===== src/rtl/pipe_pkg.sv =====
// Shared pipeline payload layout: field offsets and widths, plus the standard keep masks
// used by the inter-stage registers.
package pipe_pkg;

  localparam int unsigned PAYLOAD_W    = 105;

  // Payload layout, LSB first: BD | ExcCode | ctrl | operand | PC | instr
  localparam int unsigned BD_BIT       = 0;
  localparam int unsigned EXCCODE_LSB  = 1;
  localparam int unsigned EXCCODE_SIZE = 5;
  localparam int unsigned CTRL_LSB     = 6;
  localparam int unsigned CTRL_W       = 3;
  localparam int unsigned OPND_LSB     = 9;
  localparam int unsigned OPND_W       = 32;
  localparam int unsigned PC_LSB       = 41;
  localparam int unsigned PC_W         = 32;
  localparam int unsigned INSTR_LSB    = 73;
  localparam int unsigned INSTR_W      = 32;

  typedef logic [PAYLOAD_W-1:0] payload_t;

  function automatic payload_t field_mask(input int unsigned lsb, input int unsigned width);
    payload_t m;
    m = '0;
    for (int unsigned i = 0; i < width; i++) begin
      m[lsb+i] = 1'b1;
    end
    return m;
  endfunction

  localparam payload_t KEEP_PC    = field_mask(PC_LSB, PC_W);
  localparam payload_t KEEP_PC_BD = KEEP_PC | field_mask(BD_BIT, 1);

endpackage


===== src/rtl/sat_counter.sv =====
// Saturating up-counter with asynchronous active-low clear.
module sat_counter #(
  parameter int unsigned COUNT_W = 16
) (
  input  logic               clk,
  input  logic               clr_n,
  input  logic               inc,
  output logic [COUNT_W-1:0] count
);

  localparam logic [COUNT_W-1:0] One = {{(COUNT_W-1){1'b0}}, 1'b1};

  logic [COUNT_W-1:0] count_q, count_d;

  always_comb begin
    count_d = count_q;
    if (inc && (count_q != '1)) begin
      count_d = count_q + One;
    end
  end

  always_ff @(posedge clk or negedge clr_n) begin
    if (!clr_n) begin
      count_q <= '0;
    end else begin
      count_q <= count_d;
    end
  end

  assign count = count_q;

endmodule


===== src/rtl/pipe_stage_skid.sv =====
// Pipeline stage register with a 2-entry skid buffer, exception kill, flush-to-bubble
// with keep masks, and saturating stall/bubble counters.
module pipe_stage_skid
  import pipe_pkg::*;
#(
  parameter int unsigned       DATA_W     = PAYLOAD_W,
  parameter logic [DATA_W-1:0] FLUSH_KEEP = '0,
  parameter logic [DATA_W-1:0] REQ_KEEP   = '0,
  parameter int unsigned       COUNT_W    = 16
) (
  input  logic               clk,
  input  logic               reset,
  input  logic               req,
  input  logic               flush,
  input  logic               in_valid,
  output logic               in_ready,
  input  logic [DATA_W-1:0]  in_data,
  output logic               out_valid,
  input  logic               out_ready,
  output logic [DATA_W-1:0]  out_data,
  output logic [COUNT_W-1:0] stall_cnt,
  output logic [COUNT_W-1:0] bubble_cnt
);

  logic              main_v_q, main_v_d;
  logic [DATA_W-1:0] main_data_q, main_data_d;
  logic              skid_v_q, skid_v_d;
  logic [DATA_W-1:0] skid_data_q, skid_data_d;

  logic              accept;
  logic              main_free;
  logic              beat_v;
  logic [DATA_W-1:0] beat_data;

  // in_ready depends only on registered state, so out_ready never reaches it combinationally
  assign in_ready  = ~skid_v_q;
  assign accept    = in_valid & in_ready;
  assign main_free = ~main_v_q | out_ready;
  assign beat_v    = ~flush;
  assign beat_data = flush ? (in_data & FLUSH_KEEP) : in_data;

  always_comb begin
    main_v_d    = main_v_q;
    main_data_d = main_data_q;
    skid_v_d    = skid_v_q;
    skid_data_d = skid_data_q;
    if (req) begin
      main_v_d    = 1'b0;
      main_data_d = main_data_q & REQ_KEEP;
      skid_v_d    = 1'b0;
      skid_data_d = '0;
    end else if (main_free) begin
      // Skid always drains first so beat order is preserved
      if (skid_v_q) begin
        main_v_d    = 1'b1;
        main_data_d = skid_data_q;
        skid_v_d    = 1'b0;
      end else if (accept) begin
        main_v_d    = beat_v;
        main_data_d = beat_data;
      end else begin
        main_v_d    = 1'b0;
      end
    end else if (accept) begin
      skid_v_d    = beat_v;
      skid_data_d = beat_data;
    end
  end

  always_ff @(posedge clk or negedge reset) begin
    if (!reset) begin
      main_v_q    <= 1'b0;
      main_data_q <= '0;
      skid_v_q    <= 1'b0;
      skid_data_q <= '0;
    end else begin
      main_v_q    <= main_v_d;
      main_data_q <= main_data_d;
      skid_v_q    <= skid_v_d;
      skid_data_q <= skid_data_d;
    end
  end

  assign out_valid = main_v_q;
  assign out_data  = main_data_q;

  sat_counter #(
    .COUNT_W (COUNT_W)
  ) u_stall_cnt (
    .clk   (clk),
    .clr_n (reset),
    .inc   (main_v_q & ~out_ready & ~req),
    .count (stall_cnt)
  );

  sat_counter #(
    .COUNT_W (COUNT_W)
  ) u_bubble_cnt (
    .clk   (clk),
    .clr_n (reset),
    .inc   (accept & flush & ~req),
    .count (bubble_cnt)
  );

endmodule


===== config.mk =====
export PLATFORM = sky130hd
export DESIGN_NAME = pipe_stage_skid
export DESIGN_NICKNAME = d
export VERILOG_FILES = /design/src/rtl/pipe_pkg.sv /design/src/rtl/sat_counter.sv /design/src/rtl/pipe_stage_skid.sv
export SDC_FILE = /design/constraint.sdc
export NUM_CORES = 1
export LEC_CHECK = 0
export BUFFER_PORTS_ARGS = -buffer_cell sky130_fd_sc_hd__buf_4
export CAP_MARGIN = 20
export CORE_UTILIZATION = 35
export CTS_BUF_LIST = sky130_fd_sc_hd__clkbuf_8
export CTS_CLUSTER_DIAMETER = 40
export CTS_CLUSTER_SIZE = 40
export DETAILED_ROUTE_END_ITERATION = 8
export GPL_TIMING_DRIVEN = 1
export PLACE_DENSITY = 0.59
export SLEW_MARGIN = 20
export SYNTH_ARGS = -nofsm -noshare
export SYNTH_HDL_FRONTEND = slang
export SYNTH_SLANG_ARGS = --single-unit

===== constraint.sdc =====
create_clock -name clk -period 1.7 [get_ports clk]
set_input_delay 0 -clock clk [delete_from_list [all_inputs] [get_ports clk]]
set_output_delay 0 -clock clk [all_outputs]
set_load 0.01 [all_outputs]

==> results of run 1 <==
-- synthesized netlist by cell type, types with 3 or more instances --
library cell | number | share of area
nor4_1 | 7 | 0.0039
clkbuf_1 | 58 | 0.020
xor2_1 | 24 | 0.019
a21oi_1 | 124 | 0.056
o21ai_0 | 81 | 0.036
buf_1 | 3 | 0.0010
nor3_1 | 10 | 0.0045
nand2b_1 | 88 | 0.049
and3_1 | 22 | 0.012
buf_4 | 12 | 0.0081
buf_2 | 20 | 0.0090
dfrtp_1 | 244 | 0.55
nand2_1 | 226 | 0.076
o21ai_1 | 10 | 0.0045
o31ai_1 | 105 | 0.071
nor2_1 | 96 | 0.032
nand3_1 | 27 | 0.012
xnor2_1 | 3 | 0.0024
nand4_1 | 9 | 0.0051
-- area by class of cell --
| class | count | area [µm²] | share of cell area |
|---|---|---|---|
| Clock buffer | 48 | 661 | 0.0401 |
| Tap cell | 396 | 495 | 0.0300 |
| Antenna cell | 1 | 2.50 | 0.000152 |
| Multi-Input combinational cell | 859 | 4680 | 0.284 |
| Sequential cell | 244 | 6110 | 0.370 |
| Timing Repair Buffer | 456 | 4170 | 0.253 |
| Clock inverter | 30 | 364 | 0.0221 |
| Inverter | 2 | 11.3 | 0.000683 |
-- flip-flops by register name (all words and copies together), names as in the netlist --
register            cells
out_data              105
skid_v_q                1
skid_data_q           105
out_valid               1
u_bubble_cnt.count     16
u_stall_cnt.count      16
-- what timing repair did --
action / 4_1_cts / 5_1_grt
hold buffers: 114 / 0
buffers inserted: 1 / 7
endpoints found under the setup margin: 4 / 146
pin swaps: 8 / 6
endpoints found under the hold margin: 458 / 0
cloned: 1 / 11
gates resized for setup: 8 / 15
-- worst max path at each step --
stage,from,endpoint,slack [ps],cells after the start
2_1_floorplan,u_bubble_cnt.count[0],u_bubble_cnt.count[1],20,5
3_3_place_gp,skid_v_q,u_bubble_cnt.count[12],-70,4
3_5_place_dp,skid_v_q,u_bubble_cnt.count[14],-40,5
4_1_cts,skid_v_q,u_bubble_cnt.count[12],10,4
5_1_grt,skid_v_q,u_bubble_cnt.count[10],-100,5
6_report,skid_v_q,out_data[91],-40,7
-- worst min-delay path: stages --
cell	delay, ps
dlygate4sd3_1	520
buf_4	90
nand2b_1	60
o21ai_1	110
-- metrics by stage --
stage	instance area (µm²)	setup slack, ps	util	total power, µW
global route	16500	-104	0.534	15700
floorplan	11100	15.8	-	7170
global placement	13900	-70.1	0.449	8300
CTS	16100	13.4	0.521	15000
detailed placement	13900	-42.5	0.449	8330
finish	16500	-36.0	0.534	15000
-- kinds of logic after synthesis --
family / after synthesis
AO/OA/AOI/OAI: 321
multiplexers: 3
XOR/XNOR: 27
adder cells (fa/ha/maj): 2
buffers and inverters: 96
AND/OR/NAND/NOR: 506
flip-flops: 244
-- routing by layer --
| metal | wire length, µm | GRT usage |
|---|---|---|
| met1 | 15000 | 0.263 |
| met2 | 15800 | 0.320 |
| met3 | 1940 | 0.0453 |
| met4 | 674 | 0.0533 |
| met5 | 0 | 0 |
-- report_power, final --
| group | leakage, µW | internal [µW] | switching [µW] |
|---|---|---|---|
| logic | 0.00397 | 1180 | 1110 |
| clock network | 0.000538 | 3760 | 2660 |
| registers | 0.00334 | 6070 | 206 |
| total | 0.00784 | 11000 | 3970 |
==> results.md, run 1 <==
* Status: finished with violations
* Failing checks: negative setup slack
* Commonest non-fill, non-tap cells in the layout: 307 x buf_4, 243 x dfrtp_1, 225 x nand2_1
* Row cnt at between 60 and 70
* Critical-path top delay cell: dfrtp_4
* NumNets Final at 1719
* Core footprint at 30900 µm²
* Flop2flop setup slack at -40 ps
* Register bit total from synthesis at between 200 and 250
* Cell count of the worst reg-to-reg path at 7
* Final-report hold violation count at 0
* Leakage power at between 0.007 and 0.008 µW
* Synth Area in Adders at 0.00225
* Die width at ~180 µm
* Antenna Nets Post-Route at 0
* Syn_area_per_cell at roughly 9.3 µm²
* Vias at around 10000
* Most used flip-flop cell after synthesis: dfrtp_1
* Crit path DAT at approximately 2200 ps
* GRT Total Usage at 0.197
* Hpwl dp at 20.2 mm
* RSZ-0062 raised after global routing: true
* Max_cap viols at 0
* IO Count at 250
* CP max FO at 10
* Multiplexer area fraction after synthesis at 0.00303
* Power per cell area at just over 900 nW/µm²
* Reg2reg start: skid_v_q
* Non-Filler Instances at approximately 2000
* Setup TNS at -442 ps
* Worst vdd ir at between 0.4 and 0.5 mV
* Initial DRC count at 469
* WL final at 33.4 mm
* Later-pin clock latency in the skew report at 540 ps
* # port buffers at 249
* Crit path cell chain: buf_4 -> o31ai_4 -> buf_6 -> buf_12 -> clkbuf_16 -> nand2_1 -> o31ai_1
* Synth Cell Area at roughly 11000 µm²
* Sequential fraction of the synthesis area at 0.548
* Vias in the first global route at around 10000
* Sink of the worst hold path: skid_data_q[82]
* CTS tree: yes
* CP Class: reg2reg
* Synth Net Count at 1312
* Fillers at about 2800
* Routability cong. at ~0.89
* Critical Path RT at 2130 ps
* Reg clk slew, reported paths at about 70 ps
* Largest net degree at the start of global routing at approximately 130
* Initial DRT Pass Iterations at 4
* Buffers from clock root to sink, at most at 3
* Final Cycle Share at 1.02
* Final worst slack at -36.0 ps
* XOR/XNOR Fraction of Synth Area at 0.0212
* First-pass GRT wire length at 52.6 mm
* Buf/Inv on CP at 4
* Hold Path Class: in2reg
* Worst Tran Pin Value at a little over 800 ps
* Top delay family on crit path: buffers and inverters
* Worst Hold Path Cells at 4
* Initial Util at 0.360
* Htree depth at 2
* DRC viols at 0
* Distinct cells, synth at 40
* Worst hold slack at between 200 and 300 ps
* Yosys Warn Count at 0
* Cells after DPL at 1823
* Final worst path period need at roughly 1700 ps
* Worst path max stage delay at a little over 500 ps
* Max-slew headroom at 0.450
* CP endpoint kind: flip-flop
* Achievable frequency at 576 MHz
* Area share of and/or/nand/nor cells after synthesis at 0.217
* FF-to-FF End: out_data[91]
* EDFF count, synth at 0
* Synth-to-Final Area Change at 48.1%
* Commonest non-fill, non-tap cell in the layout: buf_4
* Final Skew at 15.6 ps
* Crit path launch type: flip-flop
* Layout cells sized above 1 at 0.268
* Root buffer cell: clkbuf_8
* Die height at between 150 and 200 µm
* Post-synthesis compound-gate area fraction at 0.169
* Wire length per cell after detailed routing at approximately 16 µm
* Slew Viols, Final at 0
* Largest family of logic cells by synthesized area: simple AND/OR/NAND/NOR gates
* Sink Count at about 240
* Vias per inst at about 5.0
* Startpoint of the worst hold path: in_data[82]
* Antenna violations before repair at 1
* Final setup fails at 27
* Cells after synthesis at between 1000 and 1500
* Inserted Clock Buffers at 43
* DIE AREA at around 33000 µm²
* Async set or reset register ratio after synthesis at 1.00
* Grt total ovfl at 0
Power figures use the tool's default switching activity.
==> run 2: changes to the inputs <==
- ABC_AREA: unset -> 1
- PLACE_DENSITY: 0.59 -> 0.58
==> results.md, run 2 <==
* Status: complete, no violations (was finished with violations)
* Achievable frequency at 635 MHz (was 576 MHz)
* Synth area leaders: dfrtp_1 52%, nand2_1 16%, nand3_1 6.7%, o21ai_0 6.3%, o31ai_1 4.5% (was dfrtp_1 55%, nand2_1 7.6%, o31ai_1 7.1%, a21oi_1 5.6%, nand2b_1 4.9%)
* Commonest non-fill, non-tap cell in the layout: nand2_1 (was buf_4)
* Top-count cell post-synth: nand2_1 (was dfrtp_1)
* CP Class: reg2out (was reg2reg)
* Reg clk slew, reported paths at 60 ps (was 70 ps)
* Antenna Nets Post-Route at 0 (unchanged)
* Final-report hold violation count at 0 (unchanged)
* Max_cap viols at 0 (unchanged)
* Async set or reset register ratio after synthesis at 1.00 (unchanged)
* Layout cells sized above 1 at 0.214 (was 0.268)
* Vias at 11800 (was 10200)
* Cells after synthesis at 1510 (was 1199)
* Final Cycle Share at 0.927 (was 1.02)
* Non-Filler Instances at 2362 (was 2036)
* WL final at 38.1 mm (was 33.4 mm)
* Initial DRC count at 851 (was 469)
* Root buffer cell: clkbuf_8 (unchanged)
* Grt total ovfl at 0 (unchanged)
* Slew Viols, Final at 0 (unchanged)
* CP max FO at 20 (was 10)
* Buffers from clock root to sink, at most at 3 (unchanged)
* Crit path DAT at 1580 ps (was 2170 ps)
* DIE AREA at 34500 µm² (was 32500 µm²)
* Cells after DPL at 2152 (was 1823)
* Die height at 186 µm (was 180 µm)
* Inserted Clock Buffers at 43 (unchanged)
* Multi-input logic area at 5120 µm² (was 4680 µm²)
* Worst Tran Pin Value at 626 ps (was 824 ps)
* IO Count at 250 (unchanged)
* Sink Count at 244 (unchanged)
* Synth Cell Area at 11800 µm² (was 11100 µm²)
* CP endpoint kind: output port (was flip-flop)
* Final worst path period need at 1580 ps (was 1740 ps)
* Largest net degree at the start of global routing at 133 (was 126)
* NumNets Final at 1997 (was 1719)
* Fillers at 3190 (was 2788)
* Htree depth at 2 (unchanged)
* Yosys Warn Count at 0 (unchanged)
* Synth Net Count at 1623 (was 1312)
* Worst hold slack at 288 ps (was 289 ps)
* Critical Path RT at 1700 ps (was 2130 ps)
* Later-pin clock latency in the skew report at 560 ps (was 540 ps)
* Antenna violations before repair at 4 (was 1)
* Syn_area_per_cell at 7.82 µm² (was 9.29 µm²)
* Vias per inst at 5.01 (was 4.99)
* DRC viols at 0 (unchanged)
* Post-synth top area cell: dfrtp_1 (unchanged)
* Top post-synthesis cells by count: 512 x nand2_1, 244 x dfrtp_1, 158 x nand3_1 (was 244 x dfrtp_1, 226 x nand2_1, 124 x a21oi_1)
* Synth-to-Final Area Change at 42.8% (was 48.1%)
* Crit path launch type: flip-flop (unchanged)
* GRT Total Usage at 0.218 (was 0.197)
* Final Skew at 30.3 ps (was 15.6 ps)
* Power per cell area at 886 nW/µm² (was 908 nW/µm²)
* Final setup fails at 0 (was 27)
* RSZ-0062 raised after global routing: false (was true)
* Hold Path Class: in2reg (unchanged)
* DP Area at 14500 µm² (was 13900 µm²)
* Hpwl dp at 22.6 mm (was 20.2 mm)
* Initial Util at 0.359 (was 0.360)
* Leakage power at 0.00828 µW (was 0.00784 µW)
* Register bit total from synthesis at 244 (unchanged)
* Routability cong. at 0.799 (was 0.889)
* Row cnt at 66 (was 64)
* Worst vdd ir at 0.516 mV (was 0.483 mV)
* CTS tree: yes (unchanged)
* Sequential fraction of the synthesis area at 0.517 (was 0.548)
* Distinct cells, synth at 24 (was 40)
* Commonest non-fill, non-tap cells in the layout: 508 x nand2_1, 297 x buf_4, 243 x dfrtp_1 (was 307 x buf_4, 243 x dfrtp_1, 225 x nand2_1)
* Setup TNS at 0 ps (was -442 ps)
* Max-slew headroom at 0.582 (was 0.450)
* Yosys top cell area share at 0.517 (was 0.548)
* Most used flip-flop cell after synthesis: dfrtp_1 (unchanged)
* # port buffers at 249 (unchanged)
* Initial DRT Pass Iterations at 5 (was 4)
* First-pass GRT wire length at 60.3 mm (was 52.6 mm)
* Vias in the first global route at 11600 (was 9981)
* Finished Cell Area at 16900 µm² (was 16500 µm²)
* EDFF count, synth at 0 (unchanged)
* Die width at 186 µm (was 180 µm)
* Core footprint at 32900 µm² (was 30900 µm²)
* Wire length per cell after detailed routing at 16.1 µm (was 16.4 µm)
* FF/Latch Area at 6110 µm² (about the same)
## run 2: cell types whose count changed after synthesis, moves of 13 or more
cell,before,now
and3_1,22,0
o31ai_1,105,71
a21oi_1,124,103
o21ai_0,81,149
nand2b_1,88,0
nand3_1,27,158
buf_1,3,16
nor2_1,96,82
xor2_1,24,3
inv_1,2,37
nand2_1,226,512
## run 2: per-layer routing
metal  global-route usage  vias up  routed length [µm]
met3               0.0337       62                1940
li1                     -     5776                   -
met1                0.298     5656               17600
met4               0.0666        0                 909
met5                    0        -                   0
met2                0.354      342               17700
## run 2: power by group
| group | switching, µW | internal [µW] | leakage [µW] |
|---|---|---|---|
| logic | 1330 | 1160 | 0.00446 |
| registers | 208 | 6090 | 0.00332 |
| clock network | 2850 | 3300 | 0.000494 |
| total | 4380 | 10600 | 0.00828 |
## run 2: final cells by class
type,count,area share
flip-flops and latches,244,0.362
multi-input cells,1107,0.303
repair buffers,446,0.235
clock buffers,47,0.0383
well taps,442,0.0328
clock inverters,30,0.0184
inverters,42,0.0100
diodes,4,0.000593
## run 2: worst max-delay path, cell delays in order, from the launching register on
cell and delay (ps):
dfrtp_2 480, inv_4 130, buf_12 150, buf_16 160, buf_6 110
## run 2: kinds of logic after synthesis
logic type / after synthesis / share of synthesized area
buffers and inverters: 159 / 0.0540
adder cells (fa/ha/maj): 2 / 0.00212
AO/OA/AOI/OAI: 327 / 0.154
flip-flops: 244 / 0.517
XOR/XNOR: 13 / 0.00964
AND/OR/NAND/NOR: 765 / 0.263
## run 2: worst paths after layout
kind                                    from              end  slack (ps)  depth (start not counted)
min in group asynchronous              reset     out_data[17]         520                          3
max in group asynchronous              reset     out_data[67]         540                          4
worst max-delay path                skid_v_q         in_ready         120                          4
worst min-delay path             in_data[97]  skid_data_q[97]         290                          4
worst max register to register      skid_v_q     out_data[79]         150                          5
worst min register to register  out_data[93]     out_data[93]         480                          2
## run 2: timing repair
item	CTS	global route
setup buffers	0	3
gates resized for setup	6	7
endpoints found under the setup margin	90	91
pin swaps	0	0
gates cloned	0	2
endpoints found under the hold margin	459	0
hold buffers	124	0
## run 2: metrics by stage
stage               total power [µW]  utilization  worst slack [ps]
global route                   15600        0.513              10.8
global placement                8650        0.443             -76.4
CTS                            15100        0.510             -35.6
finish                         14900        0.513               124
floorplan                       7380            -               210
detailed placement              8660        0.443              -109
==> run 3: changes to the inputs <==
- clock period: 1.7 -> 1.4 ns (I/O delays scaled with it)
==> results.md, run 3 (synthesis gave the netlist of run 2 again) <==
* Root buffer cell: clkbuf_8 (unchanged)
* CTS tree: yes (unchanged)
* Hpwl dp at 23.2 mm (was 22.6 mm)
* Slew Viols, Final at 0 (unchanged)
* Crit path DAT at 1980 ps (was 1580 ps)
* Tot Pwr at 19000 µW (was 14900 µW)
* Critical-path top delay cell: dfrtp_2 (unchanged)
* Power per cell area at 998 nW/µm² (was 886 nW/µm²)
* GRT Total Usage at 0.236 (was 0.218)
* Multi-input logic area at 5750 µm² (was 5120 µm²)
* Fillers at 2923 (was 3190)
* RSZ-0062 raised after global routing: true (was false)
* Antenna Nets Post-Route at 0 (unchanged)
* Worst hold slack at 20.2 ps (was 288 ps)
* Worst Tran Pin Value at 576 ps (was 626 ps)
* Synth-to-Final Area Change at 61.0% (was 42.8%)
* Critical Path RT at 1850 ps (was 1700 ps)
* Final setup fails at 223 (was 0)
* Final Skew at 19.5 ps (was 30.3 ps)
* Die width at 186 µm (unchanged)
* Commonest non-fill, non-tap cell in the layout: nand2_1 (unchanged)
* Final worst path period need at roughly 1500 ps
* Leakage power at 0.00924 µW (was 0.00828 µW)
* Row cnt at 66 (unchanged)
* Worst path max stage delay at 440 ps (was 480 ps)
* Crit path launch type: flip-flop (unchanged)
* FF/Latch Area at 6110 µm² (about the same)
* IO Count at 250 (unchanged)
* Failing checks: negative setup slack
* Max_cap viols at 0 (unchanged)
* Grt total ovfl at 0 (unchanged)
* Wire length per cell after detailed routing at 17.9 µm (was 16.1 µm)
* FF-to-FF End: u_bubble_cnt.count[8] (was out_data[79])
* DIE AREA at 34500 µm² (unchanged)
* Vias per inst at 5.14 (was 5.01)
* Reg2reg start: skid_v_q (unchanged)
* Reg clk slew, reported paths at 80 ps (was 60 ps)
* Status: finished with violations (was complete, no violations)
* Later-pin clock latency in the skew report at 550 ps (was 560 ps)
* Core footprint at 32900 µm² (unchanged)
* CP endpoint kind: flip-flop (was output port)
* NumNets Final at 2090 (was 1997)
* First-pass GRT wire length at 64.2 mm (was 60.3 mm)
* Buf/Inv on CP at 2 (was 4)
* Util after Layout at 0.579 (was 0.513)
* Achievable frequency at between 600 and 700 MHz
* Die height at 186 µm (unchanged)
* Max-slew headroom at 0.616 (was 0.582)
* Initial DRC count at 915 (was 851)
* Initial Util at 0.359 (unchanged)
* CP max FO at 5 (was 20)
* Routability cong. at 0.801 (was 0.799)
* Crit path cell chain: buf_4 -> nor2_4 -> buf_4 -> nand3_4 -> nor2_4 -> nand2_2 -> xnor2_1 (was inv_4 -> buf_12 -> buf_16 -> buf_6)
* CP Class: reg2reg (was reg2out)
* Cell count of the worst reg-to-reg path at 7 (was 5)
* Flop2flop setup slack at -140 ps (was 150 ps)
* Hold Path Class: in2async (was in2reg)
* Final worst slack at -136 ps (was 124 ps)
* Vias in the first global route at 12100 (was 11600)
* Final Cycle Share at 1.10
* Vias at 12600 (was 11800)
* Final-report hold violation count at 0 (unchanged)
* Top delay family on crit path: simple AND/OR/NAND/NOR gates (was buffers and inverters)
* Sink Count at 244 (unchanged)
* WL final at 43.9 mm (was 38.1 mm)
* Initial DRT Pass Iterations at 5 (unchanged)
* DRC viols at 0 (unchanged)
* Commonest non-fill, non-tap cells in the layout: 468 x nand2_1, 327 x buf_4, 241 x dfrtp_1 (was 508 x nand2_1, 297 x buf_4, 243 x dfrtp_1)
* Layout cells sized above 1 at 0.324 (was 0.214)
* Antenna violations before repair at 1 (was 4)
* Htree depth at 2 (unchanged)
* Buffers from clock root to sink, at most at 3 (unchanged)
* Largest net degree at the start of global routing at 105 (was 133)
* Inserted Clock Buffers at 46 (was 43)
* # port buffers at 249 (unchanged)
* Worst vdd ir at 0.637 mV (was 0.516 mV)
## run 3: cell types whose count changed in the layout (fill, tap and decap cells not counted), moves of 23 or more
cell / before / now
buf_6: 3 / 26
nand3_2: 0 / 32
nand2_1: 508 / 468
o31ai_1: 71 / 46
o21ai_1: 2 / 61
nand2_2: 3 / 40
buf_4: 297 / 327
o31ai_2: 0 / 24
o21ai_0: 149 / 85
nand3_1: 158 / 123
## run 3: layer usage
metal,wire (µm),vias to the layer above,GRT usage
met4,1450,0,0.0961
met3,2820,86,0.0409
met5,0,-,0
li1,-,5990,-
met1,18900,6075,0.315
met2,20700,477,0.380
## run 3: final cells by class
type                       count  area share
multi-input combinational   1110       0.302
clock inverter                30      0.0140
tap                          442      0.0291
inverter                      42     0.00960
clock buffer                  54      0.0391
timing repair buffer         533       0.285
antenna                        1    0.000132
sequential                   244       0.321
## run 3: stage by stage
stage / instance area (µm²) / worst slack (ps) / std cells / setup TNS (ps)
global route: 19000 / -205 / 2456 / -31520
detailed placement: 14900 / -297 / 2189 / -14500
CTS: 17800 / -110 / 2417 / -10140
floorplan: 11900 / -10.9 / 1510 / -141
global placement: 14900 / -264 / 2189 / -11760
finish: 19000 / -136 / 2456 / -17430
## run 3: power breakdown
| part | internal, µW | total, µW | switching (µW) |
|---|---|---|---|
| logic | 1810 | 3750 | 1930 |
| clock network | 4180 | 7580 | 3400 |
| registers | 7410 | 7670 | 262 |
## run 3: how the worst max path moves through the flow
stage	startpoint	endpoint	slack [ps]	cells after the start
global placement	u_bubble_cnt.count[1]	u_bubble_cnt.count[4]	-260	7
detailed placement	u_bubble_cnt.count[0]	u_bubble_cnt.count[4]	-300	7
finish	skid_v_q	u_bubble_cnt.count[8]	-140	7
floorplan	skid_v_q	u_bubble_cnt.count[15]	-10	9
CTS	skid_v_q	out_data[46]	-110	9
global route	skid_v_q	u_bubble_cnt.count[10]	-200	8
## run 3: what timing repair did
item	in CTS	in global routing
endpoints found under the hold margin	458	0
buffers inserted	23	10
pin swaps	6	40
cloned	12	29
hold buffers	110	0
gates resized for setup	79	210
endpoints found under the setup margin	231	244
## run 3: worst reg2reg max path, stage by stage (launching register included)
cell and delay [ps]:
dfrtp_2 440, buf_4 150, nor2_4 160, buf_4 150
nand3_4 130, nor2_4 200, nand2_2 80, xnor2_1 120
